## config.mk

```make
export PLATFORM = sky130hd
export DESIGN_NAME = fpadd_share_arb
export DESIGN_NICKNAME = d
export VERILOG_FILES = /design/src/rtl/fpadd_arb_pkg.sv /design/src/rtl/rr_arb_x40.sv /design/src/rtl/fpadd_share_arb.sv
export SDC_FILE = /design/constraint.sdc
export NUM_CORES = 1
export LEC_CHECK = 0
export CORE_AREA = 3 3 156 158
export DETAILED_ROUTE_END_ITERATION = 16
export DIE_AREA = 0 0 159 161
export DONT_BUFFER_PORTS = 1
export PLACE_DENSITY_LB_ADDON = 0.08
export SLEW_MARGIN = 20
export SYNTH_ARGS = -nofsm -noshare
export SYNTH_HDL_FRONTEND = slang
export SYNTH_HIERARCHICAL = 1
export SYNTH_SLANG_ARGS = --single-unit
```

## constraint.sdc

```tcl
create_clock -name clk_x40 -period 2.3 [get_ports clk_x40]
set_input_delay 0.345 -clock clk_x40 [delete_from_list [all_inputs] [get_ports clk_x40]]
set_output_delay 0.345 -clock clk_x40 [all_outputs]
set_load 0.02 [all_outputs]
```

## src/rtl/fpadd_arb_pkg.sv

```systemverilog
// fpadd_arb_pkg: shared types and helpers for the shared FP adder sequencer.
// Holds the sequencer state encoding, IEEE-754 single-precision field widths
// and a signed-zero detector used by the optional zero bypass.
package fpadd_arb_pkg;

   typedef enum logic [1:0] {
      IDLE = 2'd0,
      EXEC = 2'd1,
      RESP = 2'd2
   } state_t;

   localparam int FP_W     = 32;
   localparam int FP_EXP_W = 8;
   localparam int FP_MAN_W = 23;

   // True for +0 and -0: every bit except the sign is clear.
   function automatic logic is_zero_x40(input logic [FP_W-1:0] bits);
      return (bits[FP_EXP_W+FP_MAN_W-1:0] == '0);
   endfunction

endpackage

```

## src/rtl/rr_arb_x40.sv

```systemverilog
// rr_arb_x40: combinational round-robin grant.
// The request vector is rotated so the pointer position becomes bit 0, a
// lowest-set-bit priority chain picks the winner, and the one-hot result is
// rotated back. The pointer register itself lives in the parent.
module rr_arb_x40 #(
   parameter int NREQ = 4,
   parameter int IDW  = $clog2(NREQ)
) (
   input  logic [NREQ-1:0] req_x40,
   input  logic [IDW-1:0]  ptr_x40,
   output logic [NREQ-1:0] grant_x40,
   output logic [IDW-1:0]  win_x40,
   output logic            any_x40
);

   logic [NREQ-1:0]           req_rot;
   logic [NREQ-1:0]           grant_rot;
   logic [NREQ:0]             lower_any;
   logic [NREQ:0][IDW-1:0]    win_acc;
   logic [IDW:0]              back_sh;

   // Rotate right by the pointer: bit j of req_rot is requester (ptr+j) mod NREQ.
   assign req_rot = NREQ'({req_x40, req_x40} >> ptr_x40);

   // Rotating left by ptr equals rotating right by NREQ-ptr on a doubled vector.
   assign back_sh   = (IDW+1)'(NREQ) - (IDW+1)'(ptr_x40);
   assign grant_x40 = NREQ'({grant_rot, grant_rot} >> back_sh);

   assign lower_any[0] = 1'b0;
   assign win_acc[0]   = '0;

   genvar gi;
   generate
      for (gi = 0; gi < NREQ; gi++) begin : g_pri
         // First set bit in rotated order wins; later bits are masked.
         assign grant_rot[gi]   = req_rot[gi] & ~lower_any[gi];
         assign lower_any[gi+1] = lower_any[gi] | req_rot[gi];
         // One-hot to index encoder over the unrotated grant.
         assign win_acc[gi+1]   = win_acc[gi] | (grant_x40[gi] ? IDW'(gi) : '0);
      end
   endgenerate

   assign win_x40 = win_acc[NREQ];
   assign any_x40 = lower_any[NREQ];

endmodule

```

## src/rtl/fpadd_share_arb.sv

```systemverilog
// fpadd_share_arb: shares one external combinational FP32 adder among NREQ
// requesters. A round-robin winner's operands are registered onto the adder
// inputs, the adder is given ADD_CYC cycles to settle, and the sum is returned
// on a single valid/ready response channel tagged with the requester id.
// Optional build macro FPADD_ZERO_BYPASS_EN: when either operand is +/-0 the
// other operand is returned directly one cycle after the grant.
module fpadd_share_arb
   import fpadd_arb_pkg::*;
#(
   parameter int NREQ    = 4,
   parameter int ADD_CYC = 2,
   parameter int IDW     = $clog2(NREQ)
) (
   input  logic                 clk_x40,
   input  logic                 rst_n_x40,
   input  logic [NREQ-1:0]      req_valid_x40,
   output logic [NREQ-1:0]      req_ready_x40,
   input  logic [FP_W*NREQ-1:0] req_a_x40,
   input  logic [FP_W*NREQ-1:0] req_b_x40,
   output logic [FP_W-1:0]      add_a_x40,
   output logic [FP_W-1:0]      add_b_x40,
   input  logic [FP_W-1:0]      add_sum_x40,
   output logic                 rsp_valid_x40,
   input  logic                 rsp_ready_x40,
   output logic [FP_W-1:0]      rsp_sum_x40,
   output logic [IDW-1:0]       rsp_id_x40
);

   localparam int              CNT_W    = (ADD_CYC > 1) ? $clog2(ADD_CYC) : 1;
   localparam logic [CNT_W-1:0] CNT_LOAD = CNT_W'(ADD_CYC - 1);

   state_t             state_reg, state_next;
   logic [IDW-1:0]     ptr_reg;
   logic [CNT_W-1:0]   cnt_reg;
   logic [FP_W-1:0]    add_a_reg, add_b_reg, rsp_sum_reg;
   logic [IDW-1:0]     rsp_id_reg;
   logic               rsp_valid_reg;

   logic [NREQ-1:0]    grant;
   logic [IDW-1:0]     win;
   logic               any_req;
   logic               grant_fire;
   logic               bypass;
   logic [FP_W-1:0]    bypass_sum;
   logic [FP_W-1:0]    win_a, win_b;
   logic [FP_W-1:0]    a_arr [NREQ];
   logic [FP_W-1:0]    b_arr [NREQ];

   rr_arb_x40 #(
      .NREQ (NREQ),
      .IDW  (IDW)
   ) u_rr_arb (
      .req_x40   (req_valid_x40),
      .ptr_x40   (ptr_reg),
      .grant_x40 (grant),
      .win_x40   (win),
      .any_x40   (any_req)
   );

   genvar gi;
   generate
      for (gi = 0; gi < NREQ; gi++) begin : g_unpack
         assign a_arr[gi] = req_a_x40[gi*FP_W +: FP_W];
         assign b_arr[gi] = req_b_x40[gi*FP_W +: FP_W];
      end
   endgenerate

   assign win_a = a_arr[win];
   assign win_b = b_arr[win];

`ifdef FPADD_ZERO_BYPASS_EN
   // A zero operand makes the sum equal to the other operand, so skip the adder.
   assign bypass     = is_zero_x40(win_a) | is_zero_x40(win_b);
   assign bypass_sum = is_zero_x40(win_a) ? win_b : win_a;
`else
   assign bypass     = 1'b0;
   assign bypass_sum = win_a;
`endif

   // State register.
   always_ff @(posedge clk_x40 or negedge rst_n_x40) begin
      if (!rst_n_x40) begin
         state_reg <= IDLE;
      end else begin
         state_reg <= state_next;
      end
   end

   // Next-state decode and the combinational request handshake.
   always_comb begin
      state_next    = state_reg;
      req_ready_x40 = '0;
      grant_fire    = 1'b0;
      case (state_reg)
         IDLE: begin
            if (any_req) begin
               req_ready_x40 = grant;
               grant_fire    = 1'b1;
               state_next    = bypass ? RESP : EXEC;
            end
         end
         EXEC: begin
            if (cnt_reg == '0) begin
               state_next = RESP;
            end
         end
         RESP: begin
            if (rsp_ready_x40) begin
               state_next = IDLE;
            end
         end
         default: state_next = IDLE;
      endcase
   end

   // Operand capture, settle countdown, sum capture and response handshake.
   always_ff @(posedge clk_x40 or negedge rst_n_x40) begin
      if (!rst_n_x40) begin
         ptr_reg       <= '0;
         cnt_reg       <= '0;
         add_a_reg     <= '0;
         add_b_reg     <= '0;
         rsp_sum_reg   <= '0;
         rsp_id_reg    <= '0;
         rsp_valid_reg <= 1'b0;
      end else if (grant_fire) begin
         add_a_reg  <= win_a;
         add_b_reg  <= win_b;
         rsp_id_reg <= win;
         ptr_reg    <= (win == IDW'(NREQ - 1)) ? '0 : win + IDW'(1);
         cnt_reg    <= CNT_LOAD;
         if (bypass) begin
            rsp_sum_reg   <= bypass_sum;
            rsp_valid_reg <= 1'b1;
         end
      end else if (state_reg == EXEC) begin
         if (cnt_reg != '0) begin
            cnt_reg <= cnt_reg - CNT_W'(1);
         end else begin
            rsp_sum_reg   <= add_sum_x40;
            rsp_valid_reg <= 1'b1;
         end
      end else if ((state_reg == RESP) && rsp_ready_x40) begin
         rsp_valid_reg <= 1'b0;
      end
   end

   assign add_a_x40     = add_a_reg;
   assign add_b_x40     = add_b_reg;
   assign rsp_sum_x40   = rsp_sum_reg;
   assign rsp_id_x40    = rsp_id_reg;
   assign rsp_valid_x40 = rsp_valid_reg;

endmodule

```

==> results of run 1 <==
routing by layer:
metal,vias to the layer above,wire (microns),global-route usage
met1,2205,7958,0.1585
met3,20,1966,0.05796
met2,260,11870,0.2726
met5,-,13,0
li1,1958,-,-
met4,2,325,0.05690
area by class of cell:
cell class,count,share of cell area
Multi-Input combinational cell,352,0.4829
Sequential cell,104,0.3199
Timing Repair Buffer,56,0.1051
Tap cell,319,0.04904
Clock buffer,10,0.02813
Clock inverter,6,0.01107
Inverter,7,0.003228
Antenna cell,2,0.0006149
cell families after synthesis:
group           Yosys count
buf+inv                  51
mux                     164
simple gates            103
compound gates           83
flops                   104
fa+ha+maj                 2
per-stage QoR:
step                      utilization  std cells  worst slack (ns)
after floorplan                     -        507          0.003914
after global placement         0.2789        812           -0.2151
after detailed placement       0.2789        812           -0.2130
after CTS                      0.3020        837           -0.1510
after global routing           0.3499        856           -0.1248
final                          0.3499        856          -0.06180
synth_stat cells (2+ instances only):
cell type,count
mux2i_1,131
dfrtp_1,104
nand2_1,70
o221ai_1,58
mux2_4,29
buf_2,27
buf_6,8
clkbuf_1,7
nand2_2,7
inv_1,6
nor2_1,6
o221ai_2,6
and2_1,5
o21ai_0,5
mux2_2,4
a21oi_1,3
a32oi_1,2
and4bb_2,2
buf_4,2
ha_1,2
o22ai_1,2
o31ai_1,2
what timing repair did:
| action | in CTS | in global routing |
|---|---|---|
| pin swaps | 5 | 7 |
| endpoints found under the setup margin | 68 | 71 |
| gates cloned | 1 | 13 |
| setup buffers | 8 | 6 |
| endpoints found under the hold margin | 104 | 104 |
| resized for setup | 30 | 146 |
power by group:
| part | total, mW | switching (mW) | internal (mW) |
|---|---|---|---|
| clock | 1.73 | 0.765 | 0.964 |
| sequential | 4.67 | 1.88 | 2.79 |
| combinational | 10.2 | 4.70 | 5.53 |
| total | 16.6 | 7.34 | 9.28 |
worst max-delay path by stage:
stage,start,cells after the start,to,slack [ns]
after floorplan,ptr_reg[0]$_DFFE_PN0P_,12,add_a_x40[0]$_DFFE_PN0P_,0.004
after detailed placement,ptr_reg[0]$_DFFE_PN0P_,9,add_b_x40[31]$_DFFE_PN0P_,-0.21
final,ptr_reg[0]$_DFFE_PN0P_,7,req_ready_x40[2],-0.06
after CTS,ptr_reg[0]$_DFFE_PN0P_,7,req_ready_x40[2],-0.15
after global placement,ptr_reg[0]$_DFFE_PN0P_,9,add_b_x40[31]$_DFFE_PN0P_,-0.22
after global routing,ptr_reg[0]$_DFFE_PN0P_,7,req_ready_x40[1],-0.12
==> qor.yml, run 1 <==
synth-compound-area-share: 0.1232
layout_common_cells: "dfrtp_1 (103), mux2i_1 (82), nand2_1 (69), o221ai_2 (61), mux2_4 (30)"
nets: 827
cp_cell_sequence: "buf_12 > nand2_4 > or4b_4 > and3_4 > o22ai_4 > buf_6 > and2_4"
synth_area_sq_um: 5942
detail_route.wl_per_cell_microns: 25.86
cap_violations: 0
critPathSlowestCell: "or4b_4"
power_per_cell_area_nw_per_um2: 2042
cp.required_ns: 1.96
synth_mux_area_frac: 0.3015
start_util: 0.2554
place_area_sq_um: 6489
grt_pass1_vias: 4826
firstDrtPassIters: 4
worst_slew_pin_slew_ns: 0.4282
synth_top_area_frac: 0.4380
synth_top_family_by_area: "multiplexers"
path_buf_inv: 2
die_area_sq_um: 25600
area_growth_pct: 36.98
cts.path.max_buffers: 2
worstSetupEndpointType: "output port"
syn-num-nets: 804
hold_viol: 104
worst_r2r_endpoint: "add_b_x40[6]$_DFFE_PN0P_"
synthXorXnorAreaFrac: 0
die_width_microns: 159
critPathKind: "flop to output port"
layout_commonest_cell: "dfrtp_1"
holdWs_ns: -0.3272
grt_antenna_before_repair: 3
multi_input_area_sq_um: 3930
period_minus_slack_ns: 2.362
path_max_fanout: 8
netlist_instances: 507
synth_top_area_cell: "dfrtp_1"
n_fill_cell: 2267
violations: "negative hold slack, negative setup slack"
finalMaxSlewViolations: 0
r2r_start: "ptr_reg[0]$_DFFE_PN0P_"
synth.area.top_cells: "dfrtp_1 (44%), mux2i_1 (22%), o221ai_1 (8.5%)"
clk_pin_slew_ns: 0.08
grt_max_degree: 105
status: "finished, violations left"
worst_ep_arrival_time_ns: 2.02
finalPower_mw: 16.62
drt-initial-drc-count: 140
ff_latch_area_sq_um: 2604
min_period_over_period: 1.027
grt_pass1_wl_mm: 29.46
cts-root-buf: "clkbuf_16"
chipHeight_microns: 161
synthArstFlopShare: 1.000
grt_overflow: 0
crit_family: "simple AND/OR/NAND/NOR gates"
place_hpwl_mm: 14.63
worst_slack_ns: -0.06180
r2r_cells: 11
routed_wl_mm: 22.13
h-tree-depth: 3
synth_seq_cells: 104
yosysSeqAreaShare: 0.4380
ant_nets: 0
maxSlewHeadroom: 0.7145
rsz0062_at_grt: "true"
synthSimpleGateAreaFrac: 0.08381
row_count: 56
synth_fa_ha_area_frac: 0.004211
gp_congestion: 0.7704
cts_tree: "done"
pin_count: 398
crit_path_start_kind: "flop"
clk_latency_ns: 0.36
cts_made_buffers: 9
setup_viol_count_final: 9
cts_sinks: 104
port_buffers: 0
cpPeakStageDelay_ns: 0.46
leakagePower_nw: 3.301
vdd_ir_drop_max_uv: 743.2
avgViaCountPerCell: 5.193
rrSetupSlack_ns: -0.03
design_area_sq_um: 8139
fin_tns_setup_ns: -0.1853
fmax_mhz: 423.4
ys.flop_type: "dfrtp_1"
ys_warn_count: 6
hold_class: "input port to asynchronous set/reset pin"
synth_edf_count: 0
layout-drive-gt1-share: 0.4804
drc: 0
avgSynthCellArea_sq_um: 11.72
grt_usage: 0.1505
finClkSkew_ns: 0.01030
synth_cell_types: 41
routed-via-count: 4445
coreArea_sq_um: 23260
No activity file was read; power rests on OpenSTA's default activity.
==> run 2: changes to the inputs <==
- CORE_AREA: 3 3 156 158 -> 4 4 152 154
- DIE_AREA: 0 0 159 161 -> 0 0 156 158
==> run 2 against run 1 <==
Sequential power hardly changed. Flip-flop and latch count stayed put. Non-clock buffer count is 5 lower. Critical endpoint is now add_b_x40[21]$_DFFE_PN0P_. The flow still finishes with violations (negative hold slack, negative setup slack). Combinational power is 6% lower. Worst setup slack worse by 0.0011 ns. Maximum frequency hardly changed. Worst hold slack better by 0.0083 ns. Wire length is 0.66% lower. Core utilization is 0.50 points higher. Via count is 1.7% lower. Critical path type is now flop to flop.
==> qor.yml, run 2 (same netlist as run 1, synthesis figures left out) <==
grt_overflow: 0
grt_antenna_before_repair: 0
finClkSkew_ns: 0.006290
fin_tns_setup_ns: -0.4482
period_minus_slack_ns: 2.363
start_util: 0.2740
violations: "negative hold slack, negative setup slack"
cts_sinks: 104
worst_slack_ns: -0.06285
worstSetupEndpointType: "flop"
place_area_sq_um: 6350
layout_common_cells: "mux2i_1 (112), dfrtp_1 (104), nand2_1 (69), o221ai_2 (46), mux2_4 (30)"
firstDrtPassIters: 4
worst_ep_arrival_time_ns: 2.58
fmax_mhz: 423.2
routed-via-count: 4368
cts_made_buffers: 9
h-tree-depth: 3
rsz0062_at_grt: "true"
rrSetupSlack_ns: -0.06
grt_max_degree: 105
leakagePower_nw: 3.265
grt_usage: 0.1542
port_buffers: 0
coreArea_sq_um: 21690
cp_cell_sequence: "buf_6 > buf_6 > nor2_2 > a32oi_1 > mux2_4 > o21ai_4 > buf_12 > buf_12 > buf_16 > mux2i_4 > o221ai_2"
crit_path_start_kind: "flop"
min_period_over_period: 1.027
ant_nets: 0
layout_commonest_cell: "mux2i_1"
r2r_start: "ptr_reg[0]$_DFFE_PN0P_"
grt_pass1_wl_mm: 28.63
design_area_sq_um: 7697
routed_wl_mm: 21.99
gp_congestion: 0.7910
avgViaCountPerCell: 5.393
layout-drive-gt1-share: 0.3906
hold_class: "input port to asynchronous set/reset pin"
clk_pin_slew_ns: 0.08
maxSlewHeadroom: 0.7241
grt_pass1_vias: 4613
chipHeight_microns: 158
setup_viol_count_final: 30
nets: 822
row_count: 54
drc: 0
worst_slew_pin_slew_ns: 0.4138
pin_count: 398
r2r_cells: 11
clk_latency_ns: 0.35
area_growth_pct: 29.54
cp.required_ns: 2.52
place_hpwl_mm: 15.33
cts_tree: "done"
finalMaxSlewViolations: 0
detail_route.wl_per_cell_microns: 27.14
holdWs_ns: -0.3189
critPathSlowestCell: "dfrtp_1"
power_per_cell_area_nw_per_um2: 2048
critPathKind: "flop to flop"
drt-initial-drc-count: 164
crit_family: "buffers and inverters"
die_width_microns: 156
vdd_ir_drop_max_uv: 897.1
cts-root-buf: "clkbuf_16"
path_max_fanout: 7
cpPeakStageDelay_ns: 0.41
status: "finished, violations left"
hold_viol: 104
cts.path.max_buffers: 2
path_buf_inv: 5
worst_r2r_endpoint: "add_b_x40[21]$_DFFE_PN0P_"
cap_violations: 0
antenna_cells: 0
die_area_sq_um: 24650
[run 2: worst max path at each step]
stage | to | from | cells past startpoint
after global placement | add_b_x40[21]$_DFFE_PN0P_ | ptr_reg[0]$_DFFE_PN0P_ | 10
final | add_b_x40[21]$_DFFE_PN0P_ | ptr_reg[0]$_DFFE_PN0P_ | 11
after global routing | add_b_x40[24]$_DFFE_PN0P_ | ptr_reg[0]$_DFFE_PN0P_ | 11
after detailed placement | add_b_x40[21]$_DFFE_PN0P_ | ptr_reg[0]$_DFFE_PN0P_ | 9
after CTS | req_ready_x40[2] | ptr_reg[0]$_DFFE_PN0P_ | 6
after floorplan | add_a_x40[0]$_DFFE_PN0P_ | ptr_reg[0]$_DFFE_PN0P_ | 12
[run 2: stage by stage]
stage	power (mW)	setup slack [ns]	cells	util	hold slack (ns)
floorplan	9.732	0.003914	507	-	0.04941
CTS	14.31	-0.02721	797	0.3259	-0.3357
finish	15.77	-0.06285	810	0.3549	-0.3189
global placement	11.28	-0.2524	767	0.2928	0.05336
global route	16.77	-0.1395	810	0.3549	-0.3461
detailed placement	11.40	-0.2906	767	0.2928	0.05284
[run 2: what timing repair did]
item                                    in CTS  in global routing
setup buffers                                9                  8
gates resized for setup                     40                 80
cloned                                       5                  8
hold endpoints to repair                   104                104
endpoints found under the setup margin      68                 70
pin swaps                                   13                 11
[run 2: final cells by class]
type | instances | area [sq um]
Fill cell | 2079 | 13990
Tap cell | 280 | 350.3
Timing Repair Buffer | 51 | 822.0
Clock inverter | 6 | 50.05
Multi-Input combinational cell | 352 | 3617
Inverter | 7 | 26.28
Sequential cell | 104 | 2603
Clock buffer | 10 | 229.0
[run 2: worst reg2reg max path: cells and delay by family (launching register included)]
family,cells,cell delay (ns)
AOI/OAI and AO/OA,3,0.43
buffers and inverters,5,0.70
DFF,1,0.41
muxes,2,0.62
and+or+nand+nor,1,0.07
[run 2: power by group]
part | total (mW) | switching, mW | internal [mW]
Sequential | 4.69 | 1.90 | 2.79
Combinational | 9.57 | 4.41 | 5.15
Clock | 1.51 | 0.759 | 0.753
[run 2: layer usage]
layer	up-vias	share of wire	global-route usage
met5	-	0	0
met4	0	0.013	0.03752
met3	14	0.089	0.05796
met2	240	0.54	0.2790
met1	2166	0.36	0.1716
li1	1948	-	-
==> run 3: changes to the inputs <==
- ABC_AREA: default -> 0
- HOLD_SLACK_MARGIN: default -> 0.06
==> results of run 3 <==
Final layout, timing and power as in run 2 (identical DEF).
